==> config.mk <==
export PLATFORM = sky130hd
export DESIGN_NAME = ped_crossing_ctrl_flat
export DESIGN_NICKNAME = d
export VERILOG_FILES = /design/src/rtl/ped_if.sv /design/src/rtl/ped_crossing_ctrl.sv /design/src/flat_wrapper.sv
export SDC_FILE = /design/constraint.sdc
export NUM_CORES = 1
export LEC_CHECK = 0
export CORE_MARGIN = 2
export CORE_UTILIZATION = 40
export CTS_BUF_LIST = sky130_fd_sc_hd__clkbuf_16
export DETAILED_ROUTE_END_ITERATION = 10
export PLACE_DENSITY = 0.69
export SYNTH_ARGS = -nofsm -noshare
export SYNTH_HDL_FRONTEND = slang
export SYNTH_SLANG_ARGS = --single-unit
==> constraint.sdc <==
create_clock -name clk -period 2.75 [get_ports clk]
set_input_delay 0.4125 -clock clk [delete_from_list [all_inputs] [get_ports clk]]
set_output_delay 0.4125 -clock clk [all_outputs]
set_load 0.1 [all_outputs]
==> src/rtl/ped_if.sv <==
// Signal bundle between the traffic-light controller side and the pedestrian stage.
// The master drives the lights and buttons; the slave drives the crosswalk outputs.
interface ped_if;
    logic [2:0] light_N;
    logic [2:0] light_E;
    logic [2:0] light_S;
    logic [2:0] light_W;
    logic [3:0] ped_req;
    logic [3:0] walk;
    logic [3:0] flash_dw;
    logic [3:0] req_pending;
    logic       fault;

    modport master (
        output light_N, light_E, light_S, light_W, ped_req,
        input  walk, flash_dw, req_pending, fault
    );

    modport slave (
        input  light_N, light_E, light_S, light_W, ped_req,
        output walk, flash_dw, req_pending, fault
    );
endinterface

==> src/rtl/ped_crossing_ctrl.sv <==
// Pedestrian crossing stage: per-crosswalk DW -> WALK -> FLASH sequencing,
// granted on another approach's green onset while the crossed approach is red.
module ped_crossing_ctrl #(
    parameter int WALK_CYCLES  = 6,
    parameter int FLASH_CYCLES = 3
) (
    input logic clk,
    input logic rst,
    ped_if.slave bus
);

    typedef enum logic [1:0] {ST_DW, ST_WALK, ST_FLASH} state_t;

    localparam logic [2:0] RED = 3'b100;
    localparam logic [2:0] YEL = 3'b010;
    localparam logic [2:0] GRN = 3'b001;
    localparam logic [3:0] WALK_LOAD  = 4'(WALK_CYCLES - 1);
    localparam logic [3:0] FLASH_LOAD = 4'(FLASH_CYCLES - 1);

    logic [2:0] w_light [4];
    logic [3:0] w_red;
    logic [3:0] w_onset;
    logic [3:0] w_rise;
    logic [3:0] w_grant;
    logic       w_fault_det;

    logic [3:0] r_sync1, r_sync2, r_sync3;
    logic [3:0] r_pending;
    logic [3:0] r_walk;
    logic [3:0] r_flash;
    logic       r_fault;
    logic [2:0] r_prev  [4];
    state_t     r_state [4];
    logic [3:0] r_timer [4];

    assign w_light[0] = bus.light_N;
    assign w_light[1] = bus.light_E;
    assign w_light[2] = bus.light_S;
    assign w_light[3] = bus.light_W;

    // Third flop turns a synchronised level into a single-cycle rise.
    assign w_rise = r_sync2 & ~r_sync3;

    always_comb begin
        // NOTE: every signal gets a default first so no path can infer a latch.
        w_red       = '0;
        w_onset     = '0;
        w_grant     = '0;
        w_fault_det = 1'b0;
        for (int i = 0; i < 4; i++) begin
            w_red[i]   = (w_light[i] == RED);
            w_onset[i] = (w_light[i] == GRN) && (r_prev[i] != GRN);
            if (!(w_light[i] inside {RED, YEL, GRN}))
                w_fault_det = 1'b1;
            if ((r_state[i] != ST_DW) && !w_red[i])
                w_fault_det = 1'b1;
        end
        if ($countones(~w_red) > 1)
            w_fault_det = 1'b1;
        // A crosswalk is served only by a green onset on some other approach.
        for (int i = 0; i < 4; i++)
            w_grant[i] = r_pending[i] && w_red[i] && |(w_onset & ~(4'b0001 << i));
    end

    // NOTE: sequential state uses non-blocking assignments so every flop samples pre-edge values.
    always_ff @(posedge clk or posedge rst) begin
        if (rst) begin
            r_sync1   <= '0;
            r_sync2   <= '0;
            r_sync3   <= '0;
            r_pending <= '0;
            r_walk    <= '0;
            r_flash   <= '0;
            r_fault   <= 1'b0;
            for (int i = 0; i < 4; i++) begin
                r_prev[i]  <= RED;
                r_state[i] <= ST_DW;
                r_timer[i] <= '0;
            end
        end else begin
            r_sync1 <= bus.ped_req;
            r_sync2 <= r_sync1;
            r_sync3 <= r_sync2;
            for (int i = 0; i < 4; i++)
                r_prev[i] <= w_light[i];

            if (r_fault || w_fault_det) begin
                // Sticky: everything parks in DONT-WALK until reset.
                r_fault   <= 1'b1;
                r_pending <= '0;
                r_walk    <= '0;
                r_flash   <= '0;
                for (int i = 0; i < 4; i++) begin
                    r_state[i] <= ST_DW;
                    r_timer[i] <= '0;
                end
            end else begin
                for (int i = 0; i < 4; i++) begin
                    case (r_state[i])
                        ST_DW: begin
                            if (w_grant[i]) begin
                                r_state[i]   <= ST_WALK;
                                r_timer[i]   <= WALK_LOAD;
                                r_walk[i]    <= 1'b1;
                                r_pending[i] <= 1'b0;
                            end else if (w_rise[i]) begin
                                r_pending[i] <= 1'b1;
                            end
                        end
                        ST_WALK: begin
                            // Presses during WALK are already being served.
                            if (r_timer[i] == 4'd0) begin
                                r_state[i] <= ST_FLASH;
                                r_timer[i] <= FLASH_LOAD;
                                r_walk[i]  <= 1'b0;
                                r_flash[i] <= 1'b1;
                            end else begin
                                r_timer[i] <= r_timer[i] - 4'd1;
                            end
                        end
                        ST_FLASH: begin
                            if (w_rise[i])
                                r_pending[i] <= 1'b1;
                            if (r_timer[i] == 4'd0) begin
                                r_state[i] <= ST_DW;
                                r_flash[i] <= 1'b0;
                            end else begin
                                r_timer[i] <= r_timer[i] - 4'd1;
                            end
                        end
                        default: begin
                            r_state[i] <= ST_DW;
                            r_walk[i]  <= 1'b0;
                            r_flash[i] <= 1'b0;
                        end
                    endcase
                end
            end
        end
    end

    assign bus.walk        = r_walk;
    assign bus.flash_dw    = r_flash;
    assign bus.req_pending = r_pending;
    assign bus.fault       = r_fault;

endmodule

==> src/flat_wrapper.sv <==
// flat-port wrapper written by rule: the top's interface ports become plain ports
module ped_crossing_ctrl_flat 
#(
    parameter int WALK_CYCLES  = 6,
    parameter int FLASH_CYCLES = 3
)
  (clk, rst, bus_light_N, bus_light_E, bus_light_S, bus_light_W, bus_ped_req, bus_walk, bus_flash_dw, bus_req_pending, bus_fault);
  ped_if bus_i ();
  input logic clk;
  input logic rst;
  input wire logic [$bits(bus_i.light_N)-1:0] bus_light_N;
  input wire logic [$bits(bus_i.light_E)-1:0] bus_light_E;
  input wire logic [$bits(bus_i.light_S)-1:0] bus_light_S;
  input wire logic [$bits(bus_i.light_W)-1:0] bus_light_W;
  input wire logic [$bits(bus_i.ped_req)-1:0] bus_ped_req;
  output wire logic [$bits(bus_i.walk)-1:0] bus_walk;
  output wire logic [$bits(bus_i.flash_dw)-1:0] bus_flash_dw;
  output wire logic [$bits(bus_i.req_pending)-1:0] bus_req_pending;
  output wire logic [$bits(bus_i.fault)-1:0] bus_fault;
  assign bus_i.light_N = bus_light_N;
  assign bus_i.light_E = bus_light_E;
  assign bus_i.light_S = bus_light_S;
  assign bus_i.light_W = bus_light_W;
  assign bus_i.ped_req = bus_ped_req;
  assign bus_walk = bus_i.walk;
  assign bus_flash_dw = bus_i.flash_dw;
  assign bus_req_pending = bus_i.req_pending;
  assign bus_fault = bus_i.fault;
  ped_crossing_ctrl #(.WALK_CYCLES(WALK_CYCLES), .FLASH_CYCLES(FLASH_CYCLES)) u_core (.clk(clk), .rst(rst), .bus(bus_i));
endmodule
==> flow_summary.json <==
{
  "grt_use_met2_pct": 30.3,
  "critPathRequiredTime_ns": 3.01,
  "power_density_mw_per_mm2": 478,
  "yosysTopAreaCell": "dfrtp_1",
  "place_hpwl_mm": 5.48,
  "finalSetupViolCount": 0,
  "final_max_slew_viol_count": 0,
  "route.detailed.drc": 0,
  "grt_pass1_vias": 3002,
  "grt_pass1_wl_mm": 14.6,
  "clockBufferDepth": 2,
  "cp.arrival_ns": 2.89,
  "max-cap-violations": 0,
  "post_drt_wl_per_cell_um": 15.8,
  "synth_edf_count": 0,
  "drive_gt1_share_pct": 27.5,
  "crit_chain": "clkdlybuf4s15_2, inv_1, or3_4, ha_4, and2_4, fa_1, nor3_2, o2111ai_2, or3_4, buf_6, buf_16, a21oi_2",
  "ys.flop_type": "dfrtp_1",
  "fp.dieArea_sq_mm": 0.00954,
  "yosys_register_bits": 61,
  "met3_usage_pct": 3.38,
  "clock_sinks": 61,
  "h-tree-depth": 3,
  "syn_to_final_growth_pct": 32.2,
  "clk_pin_slew_ns": 0.05,
  "min_path_type": "input pin to flip-flop",
  "antenna_found_initial": 0,
  "start_util_pct": 40.8,
  "finalHoldViolCount": 0,
  "cts_tree": "built",
  "die_y_um": 97.7,
  "peakVddDrop_v": 0.000449,
  "slowest_delay_ns": 0.41,
  "synth.area.top_cells": "dfrtp_1, ha_1, nor2_1",
  "port-buffer-count": 30,
  "insertion_delay_ns": 0.33,
  "antenna_cells": 0,
  "placed_area_sq_mm": 0.00404,
  "period_needed_ns": 2.63,
  "ant_nets": 0,
  "nNetsFinal": 466,
  "setup_ws_ns": 0.116,
  "place_congestion": 0.817,
  "root_buffer": "clkbuf_16",
  "async_flop_share_pct": 100,
  "cp-end-kind": "flip-flop",
  "finalCritPeriodShare_pct": 95.8,
  "final.setup.tns_ns": 0,
  "grt_usage_pct": 19.0,
  "design_area_sq_mm": 0.00464,
  "cp_max_fo": 7,
  "route.vias.total": 2944,
  "busiest_layer": "met2",
  "syn-mean-instance-area_sq_um": 9.64,
  "holdWs_ns": 0.333,
  "io_pins": 31,
  "tightestPinTransition_ns": 0.590,
  "reg2reg_slack_ns": 0.44,
  "nFillCells": 758,
  "via_per_inst": 5.51,
  "ctsHoldBuffers": 0,
  "fmax_mhz": 380,
  "met1_usage_pct": 25.4,
  "yosysMostFrequentCell": "dfrtp_1",
  "drt_iter0_markers": 135,
  "placementRows": 34,
  "cellLeakagePower_nw": 1.98,
  "grt_start_max_net_pins": 22,
  "status": "complete, no violations",
  "synth_common_cells": "dfrtp_1, nor2_1, o21ai_0",
  "core_area_sq_mm": 0.00859,
  "critPathLaunchType": "input pin",
  "regArea_sq_mm": 0.00153,
  "synth_cell_type_count": 47,
  "post-place-ws_ns": -0.643,
  "first_pass_iters": 6,
  "skew_ns": 0.00724,
  "syn_inst": 364,
  "gr-total-overflow": 0,
  "multiInputGateArea_sq_mm": 0.00205,
  "rsz0062_at_grt": "no",
  "critPathMostFrequentCell": "or3_4",
  "slew_headroom_pct": 60.4,
  "routed_wl_mm": 8.43,
  "ys_seq_area_share_pct": 43.7,
  "crit_type": "input pin to flip-flop",
  "ys_warn_count": 0,
  "die_w_um": 97.7,
  "cts_buffers": 9,
  "synth_fp_nets": 409,
  "cpMaxStageDelayCell": "fa_1",
  "syn_area_sq_mm": 0.00351,
  "synth.top_cell.area_share_pct": 40.7
}
## power breakdown
part / internal (mW) / total [mW] / switching (mW)
clock: 0.780 / 1.17 / 0.391
combinational: 0.0602 / 0.124 / 0.0637
sequential: 0.919 / 0.924 / 0.00490
total: 1.76 / 2.22 / 0.460
## worst max-delay path: cells and delay by family
kind	cells	cell delay (ns)
buffers and inverters	4	0.51
AO/OA/AOI/OAI	2	0.24
AND/OR/NAND/NOR	4	1.02
adder cells (fa/ha/maj)	2	0.68
## through the flow
| stage | instances | utilization (%) | total power [mW] |
|---|---|---|---|
| floorplan | 364 | - | 0.988 |
| global placement | 512 | 47.0 | 1.05 |
| detailed placement | 512 | 47.0 | 1.06 |
| CTS | 537 | 54.4 | 2.23 |
| global route | 534 | 54.0 | 2.30 |
| finish | 534 | 54.0 | 2.22 |
## cell usage in the layout, fill, tap and decap left out, types with 4 or more instances in the layout
cell type and n:
clkdlybuf4s50_1 5, nor2_1 38, o21bai_1 8, a21o_1 9, o21ai_0 28, a21oi_2 10
nor3b_1 10, ha_1 24, dfstp_2 4, a21oi_1 16, inv_1 23, nand2_1 16
nand3b_1 8, dfrtp_1 57, clkbuf_16 9, a211oi_2 4, mux2i_1 5, buf_6 4
a221oi_1 4, nor2b_1 6, buf_4 36, nor3b_2 7, or3b_1 6, or3b_2 4
dlygate4sd2_1 7, nand4bb_1 4
## routing by layer
metal  wire length (um)  part of all wire (%)
met3                344                   4.1
met4                168                   2.0
met5                  0                     0
met1               3930                    47
met2               3980                    47
## cell type report
type | instances | area share, %
multi-input cells | 268 | 44.3
clock inverters | 7 | 1.78
clock buffers | 9 | 4.86
repair buffers | 59 | 11.4
well taps | 108 | 2.91
inverters | 22 | 1.78
flip-flops and latches | 61 | 33.0
## logic make-up (layout without fill, tap and decap cells)
| kind of cell | after synthesis | in the layout | share of synthesized area, % |
|---|---|---|---|
| AND/OR/NAND/NOR | 134 | 134 | 22.2 |
| AO/OA/AOI/OAI | 101 | 101 | 18.7 |
| flip-flops | 61 | 61 | 43.7 |
| buffers and inverters | 35 | 97 | 3.92 |
| adder cells (fa/ha/maj) | 27 | 27 | 9.84 |
| multiplexers | 5 | 5 | 1.43 |
| XOR/XNOR | 1 | 1 | 0.250 |
## state kept, by name, summed over array words and instances, names as in the netlist
register and cells:
u_core.r_prev 12, u_core.bus.fault 1, u_core.r_timer 16, u_core.bus.walk 4
u_core.r_state 8, u_core.r_sync3 4, u_core.r_sync2 4, u_core.bus.flash_dw 4
u_core.r_sync1 4, u_core.bus.req_pending 4
## final timing paths
path | start | cells after the start | endpoint
min in group asynchronous | rst | 2 | u_core.r_timer[8]$_DFFE_PP0P_
min reg2reg | u_core.r_sync1[3]$_DFF_PP0_ | 0 | u_core.r_sync2[3]$_DFF_PP0_
max in group asynchronous | rst | 3 | u_core.r_prev[5]$_DFF_PP1_
min | bus_light_N[1] | 2 | u_core.r_prev[10]$_DFF_PP0_
max | bus_light_S[2] | 12 | u_core.r_timer[5]$_DFFE_PP0P_
max reg2reg | u_core.r_state[0]$_DFFE_PP0P_ | 7 | u_core.r_timer[3]$_DFFE_PP0P_
## timing repair
action                     CTS  global route
resized for setup           66             5
setup buffers                6             0
cloned                       3             0
setup endpoints to repair   37            36
pin swaps                   19             7
Note: power is estimated with default switching activity, not from simulation.
